--- src/rtl/count_sequencer.sv ---
// Run/pause/step sequencer for a mod-MOD display counter: divides the clock into
// an advance tick, steps through IDLE/RUN/PAUSE on button edges, drives HEX0.
module count_sequencer #(
  parameter int DIV = 25000000,
  parameter int MOD = 8,
  parameter int CW  = 3
) (
  input  logic          CLOCK_50,
  input  logic          reset,
  input  logic          start,
  input  logic          stop,
  input  logic          step,
  input  logic          up,
  input  logic          load,
  input  logic [CW-1:0] load_val,
  output logic [CW-1:0] count,
  output logic          running,
  output logic          tick,
  output logic          wrap,
  output logic [6:0]    HEX0
);
  localparam int PW = $clog2(DIV);
  localparam logic [CW-1:0] TOP  = CW'(MOD - 1);
  localparam logic [PW-1:0] PTOP = PW'(DIV - 1);

  typedef enum logic [1:0] {IDLE, RUN, PAUSE} state_t;

  state_t        state_q, state_d;
  logic [PW-1:0] presc_q, presc_d;
  logic [CW-1:0] count_q, count_d, adv_val;
  logic          tick_q, tick_d, wrap_q, wrap_d, running_q;
  logic [3:0]    hist_q;
  logic          start_e, stop_e, step_e, load_e, adv, adv_wrap;
  logic [3:0]    hex_idx;

  // history order {load, step, stop, start}; a held button acts once
  assign {load_e, step_e, stop_e, start_e} = {load, step, stop, start} & ~hist_q;

  always_comb begin
    adv_wrap = up ? (count_q == TOP) : (count_q == '0);
    if (up) adv_val = adv_wrap ? '0 : count_q + 1'b1;
    else    adv_val = adv_wrap ? TOP : count_q - 1'b1;
  end

  always_comb begin
    state_d = state_q;
    presc_d = presc_q;
    count_d = count_q;
    adv     = 1'b0;
    if (load_e) begin
      state_d = IDLE;
      presc_d = '0;
      count_d = (int'(load_val) >= MOD) ? TOP : load_val;
    end else begin
      case (state_q)
        IDLE: begin
          if (start_e) begin
            state_d = RUN;
            presc_d = '0;
          end else adv = step_e;
        end
        RUN: begin
          // a stop freezes the prescaler even on its terminal cycle
          if (stop_e) state_d = PAUSE;
          else if (presc_q == PTOP) begin
            presc_d = '0;
            adv     = 1'b1;
          end else presc_d = presc_q + 1'b1;
        end
        PAUSE: begin
          if (stop_e) begin
            state_d = IDLE;
            presc_d = '0;
          end else if (start_e) state_d = RUN;
          else adv = step_e;
        end
        default: state_d = IDLE;
      endcase
    end
    if (adv) count_d = adv_val;
    tick_d = adv;
    wrap_d = adv & adv_wrap;
  end

  always_ff @(posedge CLOCK_50 or posedge reset) begin
    if (reset) begin
      state_q   <= IDLE;
      presc_q   <= '0;
      count_q   <= '0;
      tick_q    <= 1'b0;
      wrap_q    <= 1'b0;
      running_q <= 1'b0;
      hist_q    <= '0;
    end else begin
      state_q   <= state_d;
      presc_q   <= presc_d;
      count_q   <= count_d;
      tick_q    <= tick_d;
      wrap_q    <= wrap_d;
      running_q <= (state_d == RUN);
      hist_q    <= {load, step, stop, start};
    end
  end

  assign hex_idx = 4'(count_q);

  always_comb begin
    case (hex_idx)
      4'h0: HEX0 = 7'b1000000;
      4'h1: HEX0 = 7'b1111001;
      4'h2: HEX0 = 7'b0100100;
      4'h3: HEX0 = 7'b0110000;
      4'h4: HEX0 = 7'b0011001;
      4'h5: HEX0 = 7'b0010010;
      4'h6: HEX0 = 7'b0000010;
      4'h7: HEX0 = 7'b1111000;
      4'h8: HEX0 = 7'b0000000;
      4'h9: HEX0 = 7'b0010000;
      4'hA: HEX0 = 7'b0001000;
      4'hB: HEX0 = 7'b0000011;
      4'hC: HEX0 = 7'b1000110;
      4'hD: HEX0 = 7'b0100001;
      4'hE: HEX0 = 7'b0000110;
      default: HEX0 = 7'b0001110;
    endcase
  end

  assign count   = count_q;
  assign running = running_q;
  assign tick    = tick_q;
  assign wrap    = wrap_q;
endmodule

--- config.mk ---
export PLATFORM = sky130hd
export DESIGN_NAME = count_sequencer
export DESIGN_NICKNAME = d
export VERILOG_FILES = /design/src/rtl/count_sequencer.sv
export SDC_FILE = /design/constraint.sdc
export NUM_CORES = 1
export LEC_CHECK = 0
export ABC_AREA = 1
export BUFFER_PORTS_ARGS = -buffer_cell sky130_fd_sc_hd__buf_4
export CORE_UTILIZATION = 31
export CTS_CLUSTER_DIAMETER = 80
export CTS_CLUSTER_SIZE = 25
export DETAILED_ROUTE_END_ITERATION = 10
export PLACE_DENSITY = 0.49
export SLEW_MARGIN = 20
export SYNTH_ARGS = -nofsm -noshare
export SYNTH_HDL_FRONTEND = slang
export SYNTH_SLANG_ARGS = --single-unit
--- constraint.sdc ---
create_clock -name CLOCK_50 -period 1.5 [get_ports CLOCK_50]
set_input_delay 0.3 -clock CLOCK_50 [delete_from_list [all_inputs] [get_ports CLOCK_50]]
set_output_delay 0.3 -clock CLOCK_50 [all_outputs]
set_load 0.005 [all_outputs]
# [Word level (Yosys, flattened, before mapping)]
# Memories as Yosys holds them, arrays and structs flattened.
# Cells that the tools add are included.
[word_totals] regBits=37 latchBits=0 mem_bits_rw=0 rom_bits=112 out_inout_bits=13 wordCells=50 n_memories=1
[mem_list] name="(no name shown)" depth=16 width=7 rd=1 rd_clocked_by_memory_dff=0 wr=0 line="108" rtl="case (hex_idx)"
[op_classes] n_addsub=3 multipliers=0 div_mod_pow=0 magnitude_cmp=0 n_eq_ne=8 shifts=0 mux=23 bitwise_logic=3 n_reduce_logical=5
[op_table] operator="25-bit 2-to-1 mux" n=5
[op_table] operator="25-bit one-hot mux with 3 select lines" n=1
[op_table] operator="25-bit by 1-bit adder with 25-bit output (second input constant)" n=1
[op_table] operator="25-bit == test (second input constant)" n=1
[op_table] operator="3-bit 2-to-1 mux" n=5
[op_table] operator="3-bit inequality test (second input constant)" n=3
[op_table] operator="2-bit 2-to-1 mux" n=4
[op_table] operator="1-bit 2-to-1 mux" n=6
[op_table] operator="2-bit one-hot mux with 3 select lines" n=1
[op_table] operator="4-bit bitwise AND" n=1
[op_table] operator="2-bit by 1-bit == test with 1-bit output (second input constant)" n=2
[op_table] operator="4-bit inverter" n=1
[op_table] operator="4-bit AND reduction" n=1
[op_table] operator="4-bit nonzero test" n=1
[op_table] operator="3-bit by 1-bit adder with 3-bit output (second input constant)" n=1
[op_table] operator="3-bit == test (second input constant)" n=1
[op_table] operator="3-bit zero test" n=1
[op_table] operator="1-bit one-hot mux with 3 select lines" n=1
[op_table] operator="3-bit by 1-bit subtractor with 3-bit output (second input constant)" n=1
[op_table] operator="2-bit == test (second input constant)" n=1
[op_table] operator="2-bit zero test" n=1
[op_table] operator="2-bit nonzero test" n=1
[op_table] operator="1-bit bitwise AND" n=1

# [Depth between registers and ports, before layout]
[depth] ltp_word=7 ltp_mapped=11 ltp_nobuf=11

# [Worst setup path after synthesis]
# OpenSTA, ideal clock, no wires.
[synth_timing] kind="reg2reg" startpoint="reg presc_q[1]" endpoint="reg presc_q[17]" setup_ns=0.120 arrival_time_ns=1.425 required_ns=1.380 path_slack_ns=-0.045 stages_incl_launch_ff=11 path_buffers=1 path_cell_list="dfrtp_1 ha_1 nand2_2 nor2_8 nand2_2 nor3_2 nand2_1 nand2_1 nand2_2 buf_6 and3_1"
[synth_via] elab_chain_cells=5 word_cells_on_any_way=6
[synth_lines] item="from (decl)" line="29" rtl="logic [PW-1:0] presc_q, presc_d;"
[synth_lines] item="from (signal assigned)" line="96" rtl="presc_q <= presc_d;"
[synth_lines] item="25-bit by 1-bit adder with 25-bit output or 25-bit == test (tied branches)" line="68, 65"
[synth_lines] item="25-bit 2-to-1 mux (*)" line="65" rtl="else if (presc_q == PTOP) begin"
[synth_lines] item="25-bit 2-to-1 mux (*)" line="64" rtl="if (stop_e) state_d = PAUSE;"
[synth_lines] item="25-bit one-hot mux with 3 select lines (*)" line="55" rtl="case (state_q)"
[synth_lines] item="25-bit 2-to-1 mux (*)" line="50" rtl="if (load_e) begin"
# Every way passes the cells marked *; elsewhere a longest branch is shown, timed or not. The select of a mux whose other input is x is not followed.
# A chain may end at the register's enable or synchronous reset.

# [Worst setup path in the final report]
[layout_timing] startpoint="reg presc_q[1]" endpoint="reg presc_q[12]"
# Same word-level chain as after synthesis.

==> results by group <==
Status
  – Run status: finished, violations left
  – Violated checks: setup timing

Cells and area
  – Commonest non-fill, non-tap cell in the layout: buf_4
  – Area growth syn-to-layout: 64.0%
  – Post-route insts no fill: ~510
  – Multi-input logic area: roughly 1500 um^2
  – Ant diodes: 0
  – # fillers: 665
  – Most frequent cells in the layout: buf_4 (85), nand2_1 (44), inv_1 (39), dfrtp_1 (35), nor2_1 (27)
  – Final net count: around 430
  – Non-Filler Cell Area, Final: approximately 3700 um^2
  – Layout cells sized above 1: 50.6%
  – Sequential cell area: 928 um^2

Floorplan
  – Die height: 87.5 um
  – Core area: approximately 7000 um^2
  – I/O Pins: 23
  – Die area: approximately 7700 um^2
  – Die Span X: 87.5 um
  – Initial core utilization: 32.8%
  – Row cnt: 30

Routing
  – Vias per cell: 4.54
  – Final wirelength: 6280 um
  – Detail Route Antenna Nets: 0
  – Vias: 2293
  – Detailed-route wire length per cell: 12.4 um
  – 1st-pass router iterations: 4
  – Residual DRC: 0
  – DRT iter0 DRCs: 142

Timing
  – Clock Skews: 0.00788 ns
  – RSZ-0062 raised after global routing: yes
  – Final Hold Vio Count: 0
  – Post-layout min period: 1.61 ns
  – Max Slew Vio Count: 0
  – Final setup margin: -0.105 ns
  – Final period utilization: 107%
  – Worst Max-Slew Pin Slew: 0.493 ns
  – Worst relative slew slack: 67.1%
  – Final setup vio count: 28
  – Achievable frequency: 623 MHz

Global routing
  – Global-route wire length before repair: between 10000 and 15000 um
  – Antenna violations before repair: 0
  – Gr ovfl total: 0
  – Vias in the first global route: 2192
  – Gr usage total: 17.7%
  – Largest net degree at the start of global routing: 38

Critical path
  – CP max stage delay: between 0.3 and 0.4 ns
  – R2R setup slack: -0.11 ns
  – Critical path, cell by cell: ha_4 > nand2_4 > nor2_8 > buf_6 > nand2_4 > nor2_4 > buf_4 > nand4_1 > xor2_1 > nor2_1
  – Worst setup endpoint: presc_q[12]$_DFFE_PP0P_
  – Worst-path fanout max: 4
  – CP Launch Type: flop
  – CP Data Arrival Time: 1.82 ns
  – Most frequent cell on the critical path: nand2_4
  – FF-to-FF Start: presc_q[1]$_DFFE_PP0P_
  – Worst Setup SP: presc_q[1]$_DFFE_PP0P_
  – Worst reg2reg endpoint: presc_q[12]$_DFFE_PP0P_
  – Worst Setup End Kind: flop
  – Setup CP Type: reg2reg
  – CP max stage cell: dfrtp_1
  – Worst-case reg-to-reg path depth: 10
  – Worst Path Required: 1.72 ns

Worst hold path
  – Hold Path Class: in2async

Logic synthesis
  – Simple-Gate Fraction of Synth Area: 36.5%
  – Post-synth top flop: dfrtp_1
  – Synth Area in Adders: 3.87%
  – Warnings from Yosys: 0
  – Mapped Area: 2260 um^2
  – XOR/XNOR Fraction of Synth Area: 2.71%
  – Register area share after synthesis: 40.9%
  – Seq cells post-synth: 37
  – Largest family of logic cells by synthesized area: simple AND/OR/NAND/NOR gates
  – Post-Syn Nets: approximately 320
  – Number of synthesized flops with an enable pin: 0
  – Cell variety after synth: 27
  – Avg Inst Size Synth: 7.43 um^2
  – Compound-Gate Fraction of Synth Area: approximately 6.3%
  – Post-synthesis mux area share: 0%
  – Syn Inst Count: 305
  – Post-synth ARST share: 100%

Placement
  – DPL Wire Length: 4420 um
  – DP Area: about 3000 um^2
  – Gpl congestion: a little over 0.8
  – Pre-CTS setup slack: -0.199 ns
  – Post-Place Cells: 478
  – Port-buffer cells: 22

Pwr
  – VDD IR max: about 0.33 mV
  – Leak: 1.80 nW
  – Final Total Pwr: 0.00311 W
  – Power Density: 837 nW/um^2

Clock tree
  – CTS tree: done
  – CTS buffer count: 5
  – Clock slew at reported path FFs: 0.08 ns
  – Clock buffer depth: 2
  – Worst-Skew Late Latency: 0.29 ns
  – Sink Count: 37
  – CTS H-tree depth: 2
  – Root buffer cell: clkbuf_8
  – Hold-fix buffers at CTS: 0

Job
  – Max-cap violations: 0
routing by layer:
| metal | global-route usage (%) | part of all wire (%) | wire, um | vias up |
|---|---|---|---|---|
| met5 | 0 | 0 | 0 | - |
| met4 | 5.81 | 1.4 | 86 | 0 |
| met3 | 3.32 | 2.4 | 151 | 6 |
| met2 | 27.0 | 47 | 2970 | 32 |
| met1 | 25.2 | 49 | 3070 | 1079 |
| li1 | - | - | - | 1176 |
flip-flops by register name, summed over array words and instances (netlist names):
name / flops
tick: 1
wrap: 1
hist_q: 4
count: 3
state_q: 2
presc_q: 25
running: 1
cells in the mapped netlist, drive strengths merged, types with 2 or more instances:
| library cell | n | area share, % |
|---|---|---|
| nand4 | 13 | 3.6 |
| o21bai | 2 | 0.66 |
| a21oi | 6 | 1.3 |
| buf | 4 | 1.7 |
| nor2 | 51 | 11 |
| nor3 | 10 | 2.9 |
| o21ai | 16 | 3.5 |
| nand3 | 24 | 5.3 |
| inv | 48 | 8.0 |
| nand2 | 75 | 13 |
| xor2 | 5 | 1.9 |
| dfrtp | 37 | 41 |
| xnor2 | 2 | 0.77 |
| ha | 7 | 3.9 |
stage by stage:
step / TNS (ns) / utilization, % / hold WS, ns
2_1_floorplan: -0.0231 / - / 0.331
3_3_place_gp: -2.04 / 43.2 / 0.419
3_5_place_dp: -2.83 / 43.2 / 0.420
4_1_cts: -1.53 / 50.1 / 0.108
5_1_grt: -4.78 / 53.8 / 0.0985
6_report: -1.79 / 53.8 / 0.113
kinds of logic after synthesis:
logic type / count (synthesis)
flops: 37
xor+xnor: 7
fa+ha+maj: 7
buf+inv: 53
compound gates: 26
simple gates: 175
final cells by class:
type                       instances  area share [%]
tap                               96            3.23
sequential                        37            25.0
timing repair inverter             1           0.303
clock inverter                     1           0.809
inverter                          48            5.19
clock buffer                       7            2.32
timing repair buffer             100            22.0
multi-input combinational        215            41.2
power by group:
| part | leakage, nW | switching, W | total (W) | internal, W |
|---|---|---|---|---|
| sequential | 0.497 | 0.0000434 | 0.00108 | 0.00104 |
| combinational | 1.25 | 0.000557 | 0.00113 | 0.000574 |
| clock | 0.0585 | 0.000350 | 0.000892 | 0.000542 |
worst max-delay path, delay by kind of cell, from the launching register on:
family                   cells  cell delay (ns)
buffers and inverters        2             0.25
adder cells (fa/ha/maj)      1             0.16
XOR/XNOR                     1             0.15
flip-flops                   1             0.39
AND/OR/NAND/NOR              6             0.57
worst min-delay path by stage:
stage / from / endpoint / slack (ns) / depth (start not counted)
after detailed placement: load / hist_q[3]$_DFF_PP0_ / 0.42 / 1
after CTS: load / hist_q[3]$_DFF_PP0_ / 0.11 / 1
final: reset / presc_q[5]$_DFFE_PP0P_ / 0.11 / 3
after global routing: load / hist_q[3]$_DFF_PP0_ / 0.1 / 1
after floorplan: start / hist_q[0]$_DFF_PP0_ / 0.33 / 0
after global placement: load / hist_q[3]$_DFF_PP0_ / 0.42 / 1
timing repair:
| action | in CTS | in global routing |
|---|---|---|
| setup endpoints to repair | 34 | 35 |
| setup buffers | 14 | 5 |
| pin swaps | 27 | 33 |
| gates cloned | 0 | 1 |
| resized for setup | 72 | 57 |
Power figures use the tool's default switching activity.
